<file path="src/rtl/lsu_pkg.sv">
// rtl/lsu_pkg.sv - shared encodings and helpers for the load/store unit
package lsu_pkg;

  localparam logic [1:0] SZ_B = 2'd0;
  localparam logic [1:0] SZ_H = 2'd1;
  localparam logic [1:0] SZ_W = 2'd2;
  localparam logic [1:0] SZ_D = 2'd3;

  localparam int BYTE_OFF_W = 3;

  typedef enum logic [1:0] {
    IDLE = 2'd0,
    RD   = 2'd1,
    WR   = 2'd2,
    RESP = 2'd3
  } lsu_state_t;

  // An access is aligned when the low size bits of the byte offset are zero.
  function automatic logic misaligned(input logic [BYTE_OFF_W-1:0] offset, input logic [1:0] size);
    logic [BYTE_OFF_W-1:0] mask;
    mask = 3'((4'b0001 << size) - 4'b0001);
    return (offset & mask) != '0;
  endfunction

endpackage

</file>
<file path="src/rtl/lsu_align.sv">
// rtl/lsu_align.sv - load extract/extend and store byte-merge within one doubleword
import lsu_pkg::*;

module lsu_align #(
  parameter int N = 64
) (
  input  logic [1:0]            size,
  input  logic [BYTE_OFF_W-1:0] offset,
  input  logic                  sign_ext,
  input  logic [N-1:0]          read_data,
  input  logic [N-1:0]          write_data,
  output logic [N-1:0]          load_data,
  output logic [N-1:0]          merge_data
);

  logic [N-1:0] shifted;
  logic [N-1:0] wshift;
  logic [N-1:0] dmask;
  logic [7:0]   bmask;

  always_comb begin
    shifted   = read_data >> {offset, 3'b000};
    load_data = shifted;
    case (size)
      SZ_B:    load_data = {{(N-8){sign_ext & shifted[7]}}, shifted[7:0]};
      SZ_H:    load_data = {{(N-16){sign_ext & shifted[15]}}, shifted[15:0]};
      SZ_W:    load_data = {{(N-32){sign_ext & shifted[31]}}, shifted[31:0]};
      default: load_data = shifted;
    endcase
  end

  // Byte-enable mask for the addressed lanes, expanded to a bit mask for the merge.
  always_comb begin
    bmask = 8'hFF;
    case (size)
      SZ_B:    bmask = 8'h01;
      SZ_H:    bmask = 8'h03;
      SZ_W:    bmask = 8'h0F;
      default: bmask = 8'hFF;
    endcase
    bmask = bmask << offset;
    dmask = '0;
    for (int i = 0; i < 8; i++) begin
      dmask[8*i +: 8] = {8{bmask[i]}};
    end
    wshift     = write_data << {offset, 3'b000};
    merge_data = (read_data & ~dmask) | (wshift & dmask);
  end

endmodule

</file>
<file path="src/rtl/load_store_unit.sv">
// rtl/load_store_unit.sv - data-memory initiator with byte/half/word/doubleword access
// Optional performance counters enabled by defining LSU_PERF_CNT_EN.
import lsu_pkg::*;

module load_store_unit #(
  parameter int N        = 64,
  parameter int DEPTH    = 64,
  parameter int READ_LAT = 2
) (
  input  logic         Clock,
  input  logic         Reset,
  input  logic         ReqValid,
  output logic         ReqReady,
  input  logic         ReqWrite,
  input  logic [1:0]   ReqSize,
  input  logic         ReqSigned,
  input  logic [N-1:0] ReqAddress,
  input  logic [N-1:0] ReqWriteData,
  output logic         RespValid,
  output logic [N-1:0] RespData,
  output logic         RespError,
  output logic [N-1:0] MemAddress,
  output logic [N-1:0] MemWriteData,
  output logic         MemoryRead,
  output logic         MemoryWrite,
  input  logic [N-1:0] MemReadData,
  output logic [31:0]  LoadCount,
  output logic [31:0]  StoreCount
);

  localparam int CW = (READ_LAT > 1) ? $clog2(READ_LAT) : 1;
  localparam logic [CW-1:0] LAST = CW'(READ_LAT - 1);

  lsu_state_t            state;
  logic                  write_q;
  logic [1:0]            size_q;
  logic                  sign_q;
  logic [BYTE_OFF_W-1:0] off_q;
  logic [N-1:0]          wdata_q;
  logic [CW-1:0]         cnt;
  logic                  req_err;
  logic [N-1:0]          load_data;
  logic [N-1:0]          merge_data;

  assign req_err = misaligned(ReqAddress[BYTE_OFF_W-1:0], ReqSize) ||
                   ((ReqAddress >> BYTE_OFF_W) >= N'(DEPTH));

  lsu_align #(.N(N)) u_align (
    .size       (size_q),
    .offset     (off_q),
    .sign_ext   (sign_q),
    .read_data  (MemReadData),
    .write_data (wdata_q),
    .load_data  (load_data),
    .merge_data (merge_data)
  );

  always_ff @(posedge Clock or posedge Reset) begin
    if (Reset) begin
      state        <= IDLE;
      ReqReady     <= 1'b1;
      RespValid    <= 1'b0;
      RespError    <= 1'b0;
      RespData     <= '0;
      MemAddress   <= '0;
      MemWriteData <= '0;
      MemoryRead   <= 1'b0;
      MemoryWrite  <= 1'b0;
      write_q      <= 1'b0;
      size_q       <= SZ_B;
      sign_q       <= 1'b0;
      off_q        <= '0;
      wdata_q      <= '0;
      cnt          <= '0;
    end else begin
      case (state)
        IDLE: begin
          if (ReqValid) begin
            ReqReady <= 1'b0;
            write_q  <= ReqWrite;
            size_q   <= ReqSize;
            sign_q   <= ReqSigned;
            off_q    <= ReqAddress[BYTE_OFF_W-1:0];
            wdata_q  <= ReqWriteData;
            cnt      <= '0;
            if (req_err) begin
              state     <= RESP;
              RespValid <= 1'b1;
              RespError <= 1'b1;
              RespData  <= '0;
            end else begin
              MemAddress <= ReqAddress >> BYTE_OFF_W;
              // Full doubleword stores need no read-modify-write.
              if (ReqWrite && ReqSize == SZ_D) begin
                state        <= WR;
                MemoryWrite  <= 1'b1;
                MemWriteData <= ReqWriteData;
              end else begin
                state      <= RD;
                MemoryRead <= 1'b1;
              end
            end
          end
        end
        RD: begin
          if (cnt == LAST) begin
            MemoryRead <= 1'b0;
            if (write_q) begin
              state        <= WR;
              MemoryWrite  <= 1'b1;
              MemWriteData <= merge_data;
            end else begin
              state     <= RESP;
              RespValid <= 1'b1;
              RespData  <= load_data;
            end
          end else begin
            cnt <= cnt + 1'b1;
          end
        end
        WR: begin
          MemoryWrite <= 1'b0;
          state       <= RESP;
          RespValid   <= 1'b1;
          RespData    <= '0;
        end
        default: begin
          state     <= IDLE;
          ReqReady  <= 1'b1;
          RespValid <= 1'b0;
          RespError <= 1'b0;
          RespData  <= '0;
        end
      endcase
    end
  end

`ifdef LSU_PERF_CNT_EN
  logic [31:0] load_cnt;
  logic [31:0] store_cnt;

  always_ff @(posedge Clock or posedge Reset) begin
    if (Reset) begin
      load_cnt  <= '0;
      store_cnt <= '0;
    end else if (state == RESP && !RespError) begin
      if (write_q && store_cnt != 32'hFFFF_FFFF) begin
        store_cnt <= store_cnt + 32'd1;
      end
      if (!write_q && load_cnt != 32'hFFFF_FFFF) begin
        load_cnt <= load_cnt + 32'd1;
      end
    end
  end

  assign LoadCount  = load_cnt;
  assign StoreCount = store_cnt;
`else
  assign LoadCount  = 32'd0;
  assign StoreCount = 32'd0;
`endif

endmodule
</file>
<file path="config.mk">
export PLATFORM = sky130hd
export DESIGN_NAME = load_store_unit
export DESIGN_NICKNAME = d
export VERILOG_FILES = /design/src/rtl/lsu_pkg.sv /design/src/rtl/lsu_align.sv /design/src/rtl/load_store_unit.sv
export SDC_FILE = /design/constraint.sdc
export NUM_CORES = 1
export LEC_CHECK = 0
export CORE_ASPECT_RATIO = 0.75
export CORE_MARGIN = 4
export CORE_UTILIZATION = 30
export DETAILED_ROUTE_END_ITERATION = 16
export PLACE_DENSITY = 0.64
export SLEW_MARGIN = 20
export SYNTH_ARGS = -nofsm -noshare
export SYNTH_HDL_FRONTEND = slang
export SYNTH_HIERARCHICAL = 1
export SYNTH_SLANG_ARGS = --single-unit
</file>
<file path="constraint.sdc">
create_clock -name Clock -period 12 [get_ports Clock]
set_input_delay 2.4 -clock Clock [delete_from_list [all_inputs] [get_ports Clock]]
set_output_delay 2.4 -clock Clock [all_outputs]
set_load 0.02 [all_outputs]
</file>
==> reports/metrics.yaml <==
outcome:
  run_status: "finished clean"
sta:
  setup_violations: 0
  fin_crit_sh: 0.434
  fmax_mhz: 192
  setup_tns_ps: 0
  finalMaxSlewViolations: 0
  tightest_slew_ps: 1190
  timing.final.hold_violations: 0
  period_needed_ps: 5210
  max_slew_margin: 0.203
  fin_worst_skew_ps: 19.1
  rsz0062_at_grt: "no"
  timing.hold.ws_ps: 486
cells_and_area:
  nets: 2060
  drive_above_1_share: 0.198
  n_fill_cell: 5131
  area_growth_pct: 31.7
die:
  fp-row-count: 73
  io_pins: 460
  dieWidth_um: 276
  fp.dieArea_um2: 57800
  initial_core_util: 0.304
  chipHeight_um: 209
  core_um2: 53200
clock_network:
  cts_resized: 0
  insertion_delay_ps: 590
  cts_setup_buffers: 0
  cts_root_buf: "clkbuf_16"
  clk_pin_slew_ps: 60
  cts.htree.levels: 1
  clkSinkCount: 268
  cts_buffer_depth: 3
  hold_buffers: 0
  numCtsBuffers: 30
  cts_tree: "done"
logic_synthesis:
  yosys_warnings: 6
  async_flop_share: 1.00
  syn_area_um2: 16200
  ys_top_cells_by_area: "dfrtp_1, mux2_2, mux2i_1"
  synth_top_area_cell: "dfrtp_1"
  avgSynthCellArea_um2: 10.6
  synth_seq_cells: 268
  synth_ff_type: "dfrtp_1"
  synthTopCellsByCount: "dfrtp_1, mux2_2, nand2_1"
  synth_most_common_cell: "dfrtp_1"
  synth_cells: 1535
  seq_area_frac_synth: 0.414
  synth_edf_count: 0
  synth_cell_type_count: 61
  synth_top_area_share: 0.412
setup_path:
  path_cells: "clkdlybuf4s50_1 > nor4_1 > nand4_1 > nor3_1 > and4_1 > buf_4 > or2_1 > buf_4 > o211ai_1"
  critPathCaptureType: "register"
  startpoint_type: "input port"
  crit_top_cell: "buf_4"
  cpPeakStageDelay_ps: 520
  worst-path-stages: 9
  cp.required_ps: 12450
  critical_path.top_delay_family: "simple AND/OR/NAND/NOR gates"
  setup.worst_path.class: "input port to register"
  cp_data_arrival_time_ps: 5660
  crit_path_max_fanout: 46
  ff2ff_path_depth: 6
  cpMaxStageDelayCell: "or2_1"
  crit_buf_inv: 3
routing:
  via_per_inst: 5.34
  wl_per_cell_um: 25.7
  dr_wl_met2_um: 28000
  firstDrtPassIters: 6
  ant_nets: 0
  drt_iter0_markers: 1569
  num_vias: 13800
  routed_wl_um: 66500
  drc: 0
  top_layer: "met5"
  wl_met1_um: 29900
  routed-wl-met3_um: 7330
global_route:
  antenna_found_initial: 17
  grt.total_usage: 0.220
  grt_pass1_wl_um: 96900
  grt_pass1_vias: 13900
  grt_overflow: 0
  grt_start_max_net_pins: 124
power:
  power.leakage_nw: 8.84
  powerDensity_nw_per_um2: 268
  ir_drop_v: 0.000118
flow_run:
  maxCapViolations: 0
place:
  io_buffers: 392
  place_congestion: 0.921
  dp_hpwl_um: 50800
worst_hold_path:
  holdPathStages: 1
  holdCritPathClass: "register to register"
-- registers in the layout, indices dropped and copies added (netlist names) --
| name | count |
|---|---|
| MemAddress | 61 |
| MemWriteData | 64 |
| MemoryRead | 1 |
| MemoryWrite | 1 |
| ReqReady | 1 |
| RespData | 64 |
| RespError | 1 |
| RespValid | 1 |
| cnt | 1 |
| off_q | 3 |
| sign_q | 1 |
| size_q | 2 |
| state | 2 |
| wdata_q | 64 |
| write_q | 1 |
-- worst paths after layout --
check / startpoint / slack [ps] / to
worst max-delay path: ReqAddress[11] / 6790 / RespData[36]$_DFFE_PP0P_
max in group asynchronous: Reset / 8160 / MemAddress[38]$_DFFE_PP0P_
min in group asynchronous: Reset / 2360 / wdata_q[4]$_DFFE_PP0P_
worst max register to register: off_q[0]$_DFFE_PP0P_ / 8030 / MemWriteData[22]$_DFFE_PP0P_
worst min-delay path: MemAddress[52]$_DFFE_PP0P_ / 490 / MemAddress[52]$_DFFE_PP0P_
worst min register to register: MemAddress[52]$_DFFE_PP0P_ / 490 / MemAddress[52]$_DFFE_PP0P_
-- metal layers --
metal / vias up / track usage
met1: 6949 / 0.321
met3: 97 / 0.0781
li1: 6074 / -
met4: 26 / 0.0397
met5: - / 0
met2: 685 / 0.318
-- per-stage QoR --
step	std cells	util	worst slack [ps]	total power, mW	cell area (µm²)
6_report	2590	0.401	6790	5.72	21300
2_1_floorplan	1601	-	2220	3.57	16500
3_5_place_dp	2535	0.381	6220	4.71	20300
4_1_cts	2587	0.400	6830	5.70	21300
3_3_place_gp	2534	0.381	6240	4.66	20300
5_1_grt	2588	0.401	6470	6.01	21300
-- worst reg2reg max path, delay by kind of cell (launching register included) --
family                 cells  cell delay [ps]
AO/OA/AOI/OAI              1              610
buffers and inverters      1              550
flip-flops                 1              690
multiplexers               3              960
AND/OR/NAND/NOR            1             1030
-- cell type report --
class,instances,area [µm²],area share
multi-input cells,1125,8530,0.400
flip-flops and latches,268,6710,0.315
repair buffers,418,4140,0.194
well taps,712,891,0.0417
clock buffers,35,790,0.0370
clock inverters,17,215,0.0101
inverters,13,56.3,0.00264
diodes,2,5.00,0.000235
-- where the power goes --
| group | switching (mW) | internal [mW] | total (mW) |
|---|---|---|---|
| clock network | 0.404 | 0.556 | 0.959 |
| logic | 1.78 | 1.41 | 3.18 |
| registers | 0.360 | 1.22 | 1.57 |
| total | 2.54 | 3.18 | 5.72 |
-- logic make-up (layout without fill, tap and decap cells) --
| family | count (synthesis) | count (layout) | share of synthesized area |
|---|---|---|---|
| AND/OR/NAND/NOR | 409 | 409 | 0.118 |
| buffers and inverters | 208 | 483 | 0.0773 |
| AO/OA/AOI/OAI | 268 | 268 | 0.115 |
| other | 1 | 69 | 0.000231 |
| flip-flops | 268 | 268 | 0.414 |
| multiplexers | 376 | 376 | 0.273 |
| adder cells (fa/ha/maj) | 5 | 5 | 0.00386 |
-- cells in the final DEF (no fill, tap or decap), types with 6 or more instances in the layout --
cell               n
inv_1             10
and2_1            57
dfrtp_1          265
nor2_1            41
nand2_1          227
nand3_1            6
o211ai_1          57
o2111ai_1          7
o2bb2ai_1         16
clkdlybuf4s50_1  392
clkinv_2           6
nand4_1           27
a31oi_1           17
mux2i_1          103
nor3_1             6
mux4_2            27
a22o_1            21
a21oi_1           27
conb_1            67
nor4_1            14
a211oi_1           6
mux2_2           244
nor2b_1            9
buf_4             25
clkbuf_16         30
a32oi_1            7
o21ai_0           73
(Power assumes the default switching activity.)
